**src/rtl/ssd_multi_driver.sv**
```systemverilog
// Seven-segment scan driver: hex or double-dabble decimal conversion, leading-zero blanking, overflow dashes.
// Optional macro SSD_BRIGHTNESS_EN adds a 4-bit brightness input that PWMs the anode within each digit slot.
module ssd_multi_driver #(
    parameter int DIGITS       = 4,
    parameter int VALUE_W      = 16,
    parameter int REFRESH_BITS = 17
) (
    input  logic                clk,
    input  logic                reset_n,
    input  logic [VALUE_W-1:0]  value,
    input  logic                load,
    input  logic                dec_mode,
    input  logic                blank_lz,
    input  logic [DIGITS-1:0]   dp_mask,
`ifdef SSD_BRIGHTNESS_EN
    input  logic [3:0]          brightness,
`endif
    output logic                busy,
    output logic                overflow,
    output logic [DIGITS-1:0]   anode,
    output logic [6:0]          ssdOut,
    output logic                dp
);

    localparam int BCD_D = (3 * VALUE_W) / 10 + 1;
    localparam int BW    = (BCD_D > DIGITS) ? BCD_D : DIGITS;
    localparam int WIDE  = (VALUE_W > 4 * DIGITS) ? VALUE_W : 4 * DIGITS;
    localparam int IDX_W = (DIGITS > 1) ? $clog2(DIGITS) : 1;
    localparam int CNT_W = $clog2(VALUE_W + 1);

    typedef enum logic [1:0] {IDLE, HEX, SHIFT, COMMIT} state_t;

    state_t                   state_q, state_d;
    logic [VALUE_W-1:0]       val_q, val_d;
    logic                     dec_q, dec_d;
    logic                     blz_q, blz_d;
    logic [CNT_W-1:0]         cnt_q, cnt_d;
    logic [4*BCD_D-1:0]       bcd_q, bcd_d;
    logic [VALUE_W-1:0]       sh_q, sh_d;
    logic [4*DIGITS-1:0]      hex_dig_q, hex_dig_d;
    logic                     hex_ovf_q, hex_ovf_d;
    logic [4*DIGITS-1:0]      disp_dig_q, disp_dig_d;
    logic                     disp_ovf_q, disp_ovf_d;
    logic                     disp_blz_q, disp_blz_d;
    logic [REFRESH_BITS-1:0]  presc_q, presc_d;
    logic [IDX_W-1:0]         idx_q, idx_d;
    logic [DIGITS-1:0]        anode_q, anode_d;
    logic [6:0]               seg_q, seg_d;
    logic                     dp_q, dp_d;

    logic [WIDE-1:0]          val_ext;
    logic [4*BW-1:0]          bcd_ext;
    logic [DIGITS-1:0]        blank;

    function automatic logic [4*BCD_D-1:0] dabble_step(input logic [4*BCD_D-1:0] b,
                                                       input logic bit_in);
        logic [4*BCD_D-1:0] adj;
        adj = b;
        for (int i = 0; i < BCD_D; i++) begin
            if (adj[4*i +: 4] >= 4'd5) adj[4*i +: 4] = adj[4*i +: 4] + 4'd3;
        end
        return {adj[4*BCD_D-2:0], bit_in};
    endfunction

    // Active-low {a,b,c,d,e,f,g}; b and d use lowercase glyphs.
    function automatic logic [6:0] seg_decode(input logic [3:0] d);
        case (d)
            4'h0: return 7'h01;
            4'h1: return 7'h4F;
            4'h2: return 7'h12;
            4'h3: return 7'h06;
            4'h4: return 7'h4C;
            4'h5: return 7'h24;
            4'h6: return 7'h20;
            4'h7: return 7'h0F;
            4'h8: return 7'h00;
            4'h9: return 7'h04;
            4'hA: return 7'h08;
            4'hB: return 7'h60;
            4'hC: return 7'h31;
            4'hD: return 7'h42;
            4'hE: return 7'h30;
            default: return 7'h38;
        endcase
    endfunction

    assign val_ext  = WIDE'(val_q);
    assign bcd_ext  = (4*BW)'(bcd_q);
    assign busy     = (state_q != IDLE);
    assign overflow = disp_ovf_q;
    assign anode    = anode_q;
    assign ssdOut   = seg_q;
    assign dp       = dp_q;

    always_comb begin
        state_d = state_q;
        case (state_q)
            IDLE:    if (load) state_d = dec_mode ? SHIFT : HEX;
            HEX:     state_d = COMMIT;
            SHIFT:   if (cnt_q == CNT_W'(VALUE_W)) state_d = COMMIT;
            COMMIT:  state_d = IDLE;
            default: state_d = IDLE;
        endcase
    end

    always_comb begin
        val_d      = val_q;
        dec_d      = dec_q;
        blz_d      = blz_q;
        cnt_d      = cnt_q;
        bcd_d      = bcd_q;
        sh_d       = sh_q;
        hex_dig_d  = hex_dig_q;
        hex_ovf_d  = hex_ovf_q;
        disp_dig_d = disp_dig_q;
        disp_ovf_d = disp_ovf_q;
        disp_blz_d = disp_blz_q;
        case (state_q)
            IDLE: begin
                if (load) begin
                    val_d = value;
                    dec_d = dec_mode;
                    blz_d = blank_lz;
                    cnt_d = '0;
                end
            end
            HEX: begin
                hex_dig_d = val_ext[4*DIGITS-1:0];
                hex_ovf_d = (val_ext >> (4 * DIGITS)) != '0;
            end
            SHIFT: begin
                // Count 0 primes the working registers; counts 1..VALUE_W each shift one bit.
                if (cnt_q == '0) begin
                    bcd_d = '0;
                    sh_d  = val_q;
                end else begin
                    bcd_d = dabble_step(bcd_q, sh_q[VALUE_W-1]);
                    sh_d  = sh_q << 1;
                end
                cnt_d = cnt_q + 1'b1;
            end
            COMMIT: begin
                disp_dig_d = dec_q ? bcd_ext[4*DIGITS-1:0] : hex_dig_q;
                disp_ovf_d = dec_q ? ((bcd_ext >> (4 * DIGITS)) != '0) : hex_ovf_q;
                disp_blz_d = blz_q;
            end
            default: ;
        endcase
    end

    always_comb begin
        logic found;
        found = 1'b0;
        blank = '0;
        for (int i = DIGITS - 1; i >= 1; i--) begin
            if (disp_dig_q[4*i +: 4] != 4'h0) found = 1'b1;
            blank[i] = disp_blz_q && !found;
        end
    end

    always_comb begin
        presc_d = presc_q + 1'b1;
        idx_d   = idx_q;
        if (&presc_q) idx_d = (idx_q == IDX_W'(DIGITS - 1)) ? '0 : idx_q + 1'b1;
    end

    always_comb begin
`ifdef SSD_BRIGHTNESS_EN
        logic [REFRESH_BITS+3:0] pext;
        pext = {presc_q, 4'b0000};
`endif
        anode_d = '1;
`ifdef SSD_BRIGHTNESS_EN
        if (pext[REFRESH_BITS+3 -: 4] < brightness) anode_d[idx_q] = 1'b0;
`else
        anode_d[idx_q] = 1'b0;
`endif
        if (disp_ovf_q)          seg_d = 7'h7E;
        else if (blank[idx_q])   seg_d = 7'h7F;
        else                     seg_d = seg_decode(disp_dig_q[4*idx_q +: 4]);
        dp_d = ~dp_mask[idx_q];
    end

    // Control, display register and scan state.
    always_ff @(posedge clk) begin
        if (!reset_n) begin
            state_q    <= IDLE;
            disp_dig_q <= '0;
            disp_ovf_q <= 1'b0;
            disp_blz_q <= 1'b1;
            presc_q    <= '0;
            idx_q      <= '0;
            anode_q    <= '1;
            seg_q      <= 7'h7F;
            dp_q       <= 1'b1;
        end else begin
            state_q    <= state_d;
            disp_dig_q <= disp_dig_d;
            disp_ovf_q <= disp_ovf_d;
            disp_blz_q <= disp_blz_d;
            presc_q    <= presc_d;
            idx_q      <= idx_d;
            anode_q    <= anode_d;
            seg_q      <= seg_d;
            dp_q       <= dp_d;
        end
    end

    // Conversion working registers; only meaningful while busy.
    always_ff @(posedge clk) begin
        val_q     <= val_d;
        dec_q     <= dec_d;
        blz_q     <= blz_d;
        cnt_q     <= cnt_d;
        bcd_q     <= bcd_d;
        sh_q      <= sh_d;
        hex_dig_q <= hex_dig_d;
        hex_ovf_q <= hex_ovf_d;
    end

endmodule

```
**config.mk**
```make
export PLATFORM = sky130hd
export DESIGN_NAME = ssd_multi_driver
export DESIGN_NICKNAME = d
export VERILOG_FILES = /design/src/rtl/ssd_multi_driver.sv
export SDC_FILE = /design/constraint.sdc
export NUM_CORES = 1
export LEC_CHECK = 0
export BUFFER_PORTS_ARGS = -buffer_cell sky130_fd_sc_hd__buf_4
export CAP_MARGIN = 20
export CELL_PAD_IN_SITES_DETAIL_PLACEMENT = 0
export CELL_PAD_IN_SITES_GLOBAL_PLACEMENT = 1
export CORE_AREA = 5 5 125 127
export CTS_CLUSTER_DIAMETER = 100
export DETAILED_ROUTE_END_ITERATION = 12
export DIE_AREA = 0 0 130 132
export PLACE_DENSITY = 0.64
export SETUP_SLACK_MARGIN = 0.1
export SKIP_LAST_GASP = 1
export SLEW_MARGIN = 20
export SYNTH_ARGS = -nofsm -noshare
export SYNTH_HDL_FRONTEND = slang
export SYNTH_SLANG_ARGS = --single-unit
```
**constraint.sdc**
```tcl
create_clock -name clk -period 2.68 [get_ports clk]
set_input_delay 0.536 -clock clk [delete_from_list [all_inputs] [get_ports clk]]
set_output_delay 0.536 -clock clk [all_outputs]
set_load 0.005 [all_outputs]
```
==> results.toml, run 1 <==
[yosys]
synth_fp_nets = 510
yosys.area.top_type = "edfxtp_1"
yosysSeqAreaShare_pct = 58.63
synth_warnings = 0
synth_area_leaders = "edfxtp_1 (40%), dfxtp_1 (18%), ha_1 (6.3%), mux2i_1 (3.8%), mux2_2 (3.2%)"
synth-edff-count = 75
synth.cell_area_sq_mm = 0.005583
ys_seq_elements = 126
avgSynthCellArea_sq_um = 12.22
async_flop_share_pct = 0
synth.distinct_cells = 43
synth_flop_cell = "edfxtp_1"
synth_top_area_share_pct = 40.34
syn_inst = 457

[pwr]
p_sw_uw = 1983
p_sw_share_pct = 27.48
comb_power_share_pct = 21.7
clkPwrFrac_pct = 35.7
p_seq_share_pct = 42.6
power.internal_uw = 5233
p_per_area_mw_per_mm2 = 1070
ir_worst_vdd_uv = 592.6
cellLeakagePower_uw = 0.002493

[worst_setup_path]
critPathKind = "register to register"
worstPathArrival_ns = 2.42
startpoint_type = "register"
cp.required_ns = 2.92
r2r-start = "idx_q[0]$_SDFFE_PN0P_"
cp_max_fo = 11
r2r_slack_ns = 0.50
rr_endpoint = "ssdOut[1]$_SDFF_PP1_"
ff2ff_path_depth = 5
crit_start = "idx_q[0]$_SDFFE_PN0P_"
endpoint = "ssdOut[1]$_SDFF_PP1_"
worst_setup_path_end_kind = "register"

[clock_network]
cts_tree = "yes"
root_buffer = "clkbuf_16"
clkSinkCount = 126
cts_setup_buffers = 0
clkSlewWorstSetupHoldPaths_ns = 0.06
clock_path_buffers = 2
cts_hold_buf = 0
cts_resized = 0
clk_latency_ns = 0.41
ctsHtreeMaxLevel = 4
cts-buffers-inserted = 17

[cells_and_area]
drive_above_1_share_pct = 20.74
mostFrequentLayoutCell = "edfxtp_1"
syn2layout_area_growth_pct = 20.82
layout_common_cells = "edfxtp_1 (75), dfxtp_1 (51), nor2_1 (47), buf_4 (45), nand2_1 (28)"
final_cells = 700
final_nets = 556
antenna_cells = 0

[die]
row_count = 44
die_w_um = 130
die_h_um = 132
die_area_sq_mm = 0.01716
start_util_pct = 39.00
core_sq_mm = 0.01431
ioPinCount = 39

[placed_design]
numPortBuffers = 38
place.gp.congestion = 0.8053
dp.cells = 668
dp_hpwl_um = 6658

[flow_run]
maxCapViolations = 0

[sta]
relSlewSlack_pct = 41.19
finalSetupTns_ns = 0
tightest_slew_ns = 0.8822
drv_slew = 0
fin_worst_skew_ns = 0.005217
hold_viol_final = 0
rsz0062_at_grt = "no"
finalCriticalPeriod_ns = 2.183
max_freq_mhz = 458.1
finalSetupViolations = 0
fin_crit_sh_pct = 81.45

[route]
drt-total-wl_um = 9510
vias_per_cell = 4.813
drtIter0Drc = 160
vias = 3369
drtPass1Iterations = 4
wl_per_cell_um = 13.59
postRouteAntennaNets = 0
post-route-drc-count = 0

[grt]
overflow = 0
antenna_found_initial = 0
track_usage_pct = 12.20
grt_pass1_wl_um = 16500
grt_pass1_vias = 3446
grt_max_degree = 38

[hold_path]
min_path_type = "primary input to register"

[run_status]
outcome = "completed"
## power by group through the flow
stage               Clock, uW  Combinational [uW]  Sequential, uW
finish                   2580                1560            3070
global placement            0                1560            3120
CTS                      2640                1610            3080
detailed placement          0                1600            3120
floorplan                   0                1240            3000
global route             2720                1800            3150
## per-layer routing
| layer | up-vias | wire (um) | GRT usage (%) |
|---|---|---|---|
| met4 | 0 | 188 | 5.658 |
| li1 | 1735 | - | - |
| met2 | 52 | 4131 | 17.82 |
| met1 | 1565 | 4759 | 16.29 |
| met3 | 17 | 431 | 4.133 |
| met5 | - | 0 | 0 |
## final cells by class
cell class | instances | area, sq um
Multi-Input combinational cell | 289 | 2146
Clock buffer | 17 | 425.4
Fill cell | 1349 | 7569
Clock inverter | 15 | 242.7
Timing Repair Buffer | 45 | 337.8
Inverter | 24 | 90.09
Sequential cell | 126 | 3273
Tap cell | 184 | 230.2
## how the worst min path moves through the flow
| stage | end | cells after the start | slack [ns] | from |
|---|---|---|---|---|
| final | val_ext[7]$_DFFE_PP_ | 1 | 0.30 | value[7] |
| after global routing | val_ext[8]$_DFFE_PP_ | 1 | 0.28 | value[8] |
| after CTS | val_ext[7]$_DFFE_PP_ | 1 | 0.28 | value[7] |
| after detailed placement | hex_dig_q[5]$_DFFE_PN_ | 0 | 0.43 | val_ext[5]$_DFFE_PP_ |
| after global placement | hex_dig_q[10]$_DFFE_PN_ | 0 | 0.44 | val_ext[10]$_DFFE_PP_ |
| after floorplan | hex_dig_q[0]$_DFFE_PN_ | 0 | 0.42 | val_ext[0]$_DFFE_PP_ |
## kinds of logic (layout without fill, tap and decap cells)
family          Yosys count  after routing  synth area share, %
compound gates           62             62                7.329
xor+xnor                 23             23                3.608
fa+ha+maj                28             28                6.275
buf+inv                  42            101                2.981
flops                   126            126                58.63
mux                      42             42                9.009
simple gates            134            134                12.17
## cell usage after synthesis (2+ instances only)
| master | instances |
|---|---|
| nor4_1 | 2 |
| mux2_2 | 16 |
| nand4_1 | 3 |
| o211ai_1 | 4 |
| a211oi_1 | 23 |
| nand3_1 | 8 |
| o221ai_1 | 2 |
| inv_1 | 24 |
| dfxtp_1 | 51 |
| xnor2_1 | 13 |
| o21ai_0 | 11 |
| edfxtp_1 | 75 |
| nor2b_1 | 6 |
| nor3_1 | 7 |
| mux4_2 | 5 |
| a21oi_1 | 14 |
| nor2_1 | 47 |
| ha_1 | 28 |
| mux2i_1 | 21 |
| xor2_1 | 10 |
| buf_2 | 7 |
| or3_1 | 5 |
| nand2_1 | 28 |
| a21o_1 | 2 |
| clkbuf_1 | 11 |
| nand2b_1 | 10 |
| and2_1 | 8 |
## worst max-delay path, stage by stage (launching register included)
cell and delay, ns:
dfxtp_1 0.64, mux4_2 0.65, ha_1 0.28, mux2_2 0.27, nand2_1 0.06, o211ai_1 0.10
## flip-flops by register name (all words and copies together), names as in the netlist
register    cells
bcd_ext        20
idx_q           2
cnt_q           5
hex_dig_q      16
anode           4
dp              1
blz_q           1
disp_blz_q      1
val_ext        16
overflow        1
dec_q           1
presc_q        17
ssdOut          7
state_q         2
disp_dig_q     16
sh_q           16
## metrics by stage
stage                     hold slack (ns)  setup WS [ns]  total power (uW)  utilization (%)  instance area (sq um)
after floorplan                    0.4174         0.6413              4241                -                   5583
after global placement             0.4355         0.5514              4677            42.46                   6077
after detailed placement           0.4319         0.4800              4720            42.46                   6077
after CTS                          0.2752         0.4730              7330            47.12                   6745
after global routing               0.2773         0.3254              7663            47.12                   6745
final                              0.3007         0.4971              7215            47.12                   6745
No activity file was read; power rests on OpenSTA's default activity.
==> run 2: changes to the inputs <==
Clock period 2.68 ns to 2.21 ns, I/O delays scaled along.
==> results.toml, run 2 (synthesis results as in run 1) <==
[clock_network]
ctsHtreeMaxLevel = 4
clkSinkCount = 126
cts_tree = "yes"
clkSlewWorstSetupHoldPaths_ns = 0.06
cts-buffers-inserted = 17
root_buffer = "clkbuf_16"
clk_latency_ns = 0.41
clock_path_buffers = 2

[die]
die_area_sq_mm = 0.01716
start_util_pct = 39.00
ioPinCount = 39
row_count = 44
core_sq_mm = 0.01431
die_w_um = 130
die_h_um = 132

[worst_setup_path]
cp.required_ns = 2.49
path_buf_inv = 0
worst_path_largest_cell_delay_ns = 0.40
startpoint_type = "register"
worst_setup_path_end_kind = "register"
crit_chain = "ha_1 > nand4_1 > or3_1 > nor3_1 > ha_2 > mux2i_1 > nor2_1"
cp_max_fo = 4
worstPathArrival_ns = 2.24
critPathKind = "register to register"
cp_slowest_cell = "or3_1"
critPathTopFamily = "simple AND/OR/NAND/NOR gates"

[flow_run]
maxCapViolations = 0

[pwr]
ir_worst_vdd_uv = 487.4
cellLeakagePower_uw = 0.002469
p_per_area_mw_per_mm2 = 1237

[cells_and_area]
layout_common_cells = "edfxtp_1 (75), dfxtp_1 (50), buf_4 (49), nor2_1 (47), nand2_1 (28)"
drive_above_1_share_pct = 20.58
final_core_utilization_pct = 46.60
fill_cells = 1343
antenna_cells = 0
syn2layout_area_growth_pct = 19.48
largest_register_ffs = 20
final_nets = 560
mostFrequentLayoutCell = "edfxtp_1"

[placed_design]
place.gp.congestion = 0.8090
dp_hpwl_um = 6571
numPortBuffers = 38

[grt]
overflow = 0
antenna_found_initial = 0
grt_max_degree = 38
track_usage_pct = 11.79
grt_pass1_vias = 3268
grt_pass1_wl_um = 16050

[sta]
finalSetupViolations = 0
drv_slew = 0
relSlewSlack_pct = 49.63
max_freq_mhz = 510.8
fin_crit_sh_pct = 88.58
hold_viol_final = 0
tightest_slew_ns = 0.7510
rsz0062_at_grt = "yes"
finalSetupTns_ns = 0
fin_worst_skew_ns = 0.009792
finalCriticalPeriod_ns = 1.958

[route]
vias = 3344
drtPass1Iterations = 4
post-route-drc-count = 0
postRouteAntennaNets = 0
vias_per_cell = 4.750
wl_per_cell_um = 13.42
drt-total-wl_um = 9451
drtIter0Drc = 183

[run_status]
outcome = "completed"

[hold_path]
min_path_type = "primary input to register"
==> run 2: layout make-up <==
type	count	area [sq um]	share of cell area, %
clock inverter	6	58.81	0.8816
clock buffer	26	500.5	7.503
multi-input combinational	289	2148	32.21
timing repair buffer	49	367.9	5.515
sequential	126	3274	49.09
tap	184	230.2	3.452
inverter	24	90.09	1.351
==> run 2: worst paths after layout <==
check                         from                 endpoint  slack [ns]  cells after the start
min reg2reg  val_ext[12]$_DFFE_PP_  hex_dig_q[12]$_DFFE_PN_        0.45                      0
max reg2reg  presc_q[0]$_SDFF_PN0_    idx_q[0]$_SDFFE_PN0P_        0.25                      7
min                      value[14]    val_ext[14]$_DFFE_PP_        0.20                      1
max          presc_q[0]$_SDFF_PN0_    idx_q[0]$_SDFFE_PN0P_        0.25                      7
==> run 2: layer usage <==
layer / share of wire [%] / wire, um / up-vias / global-route usage (%)
li1: - / - / 1745 / -
met1: 50 / 4756 / 1525 / 15.96
met5: 0 / 0 / - / 0
met2: 43 / 4040 / 54 / 16.70
met4: 2.8 / 265 / 0 / 6.293
met3: 4.1 / 387 / 20 / 3.809
==> run 2: repair_timing <==
item	in CTS	in global routing
endpoints found under the setup margin	0	4
buffers inserted	0	1
hold buffers	0	0
gates resized for setup	0	2
==> run 2: worst reg2reg max path: stages, from the launching register on <==
cell and delay, ns:
dfxtp_1 0.36, ha_1 0.23, nand4_1 0.16, or3_1 0.40, nor3_1 0.20, ha_2 0.24
mux2i_1 0.20, nor2_1 0.06
==> run 2: per-stage QoR <==
stage          setup WS (ns)  hold WS [ns]  power [uW]  cell area, sq um  instances
3_5_place_dp          0.1687        0.4363        5727              6100        671
5_1_grt              0.08943        0.1816        8786              6670        704
6_report              0.2523        0.2049        8250              6670        704
4_1_cts               0.1539        0.1802        8384              6659        703
3_3_place_gp          0.2204        0.4357        5674              6100        671
2_1_floorplan         0.1713        0.4174        5143              5583        457
==> run 2: power by group <==
group          switching (uW)  internal [uW]
Clock                     947           1670
Combinational            1030            902
Sequential                362           3340
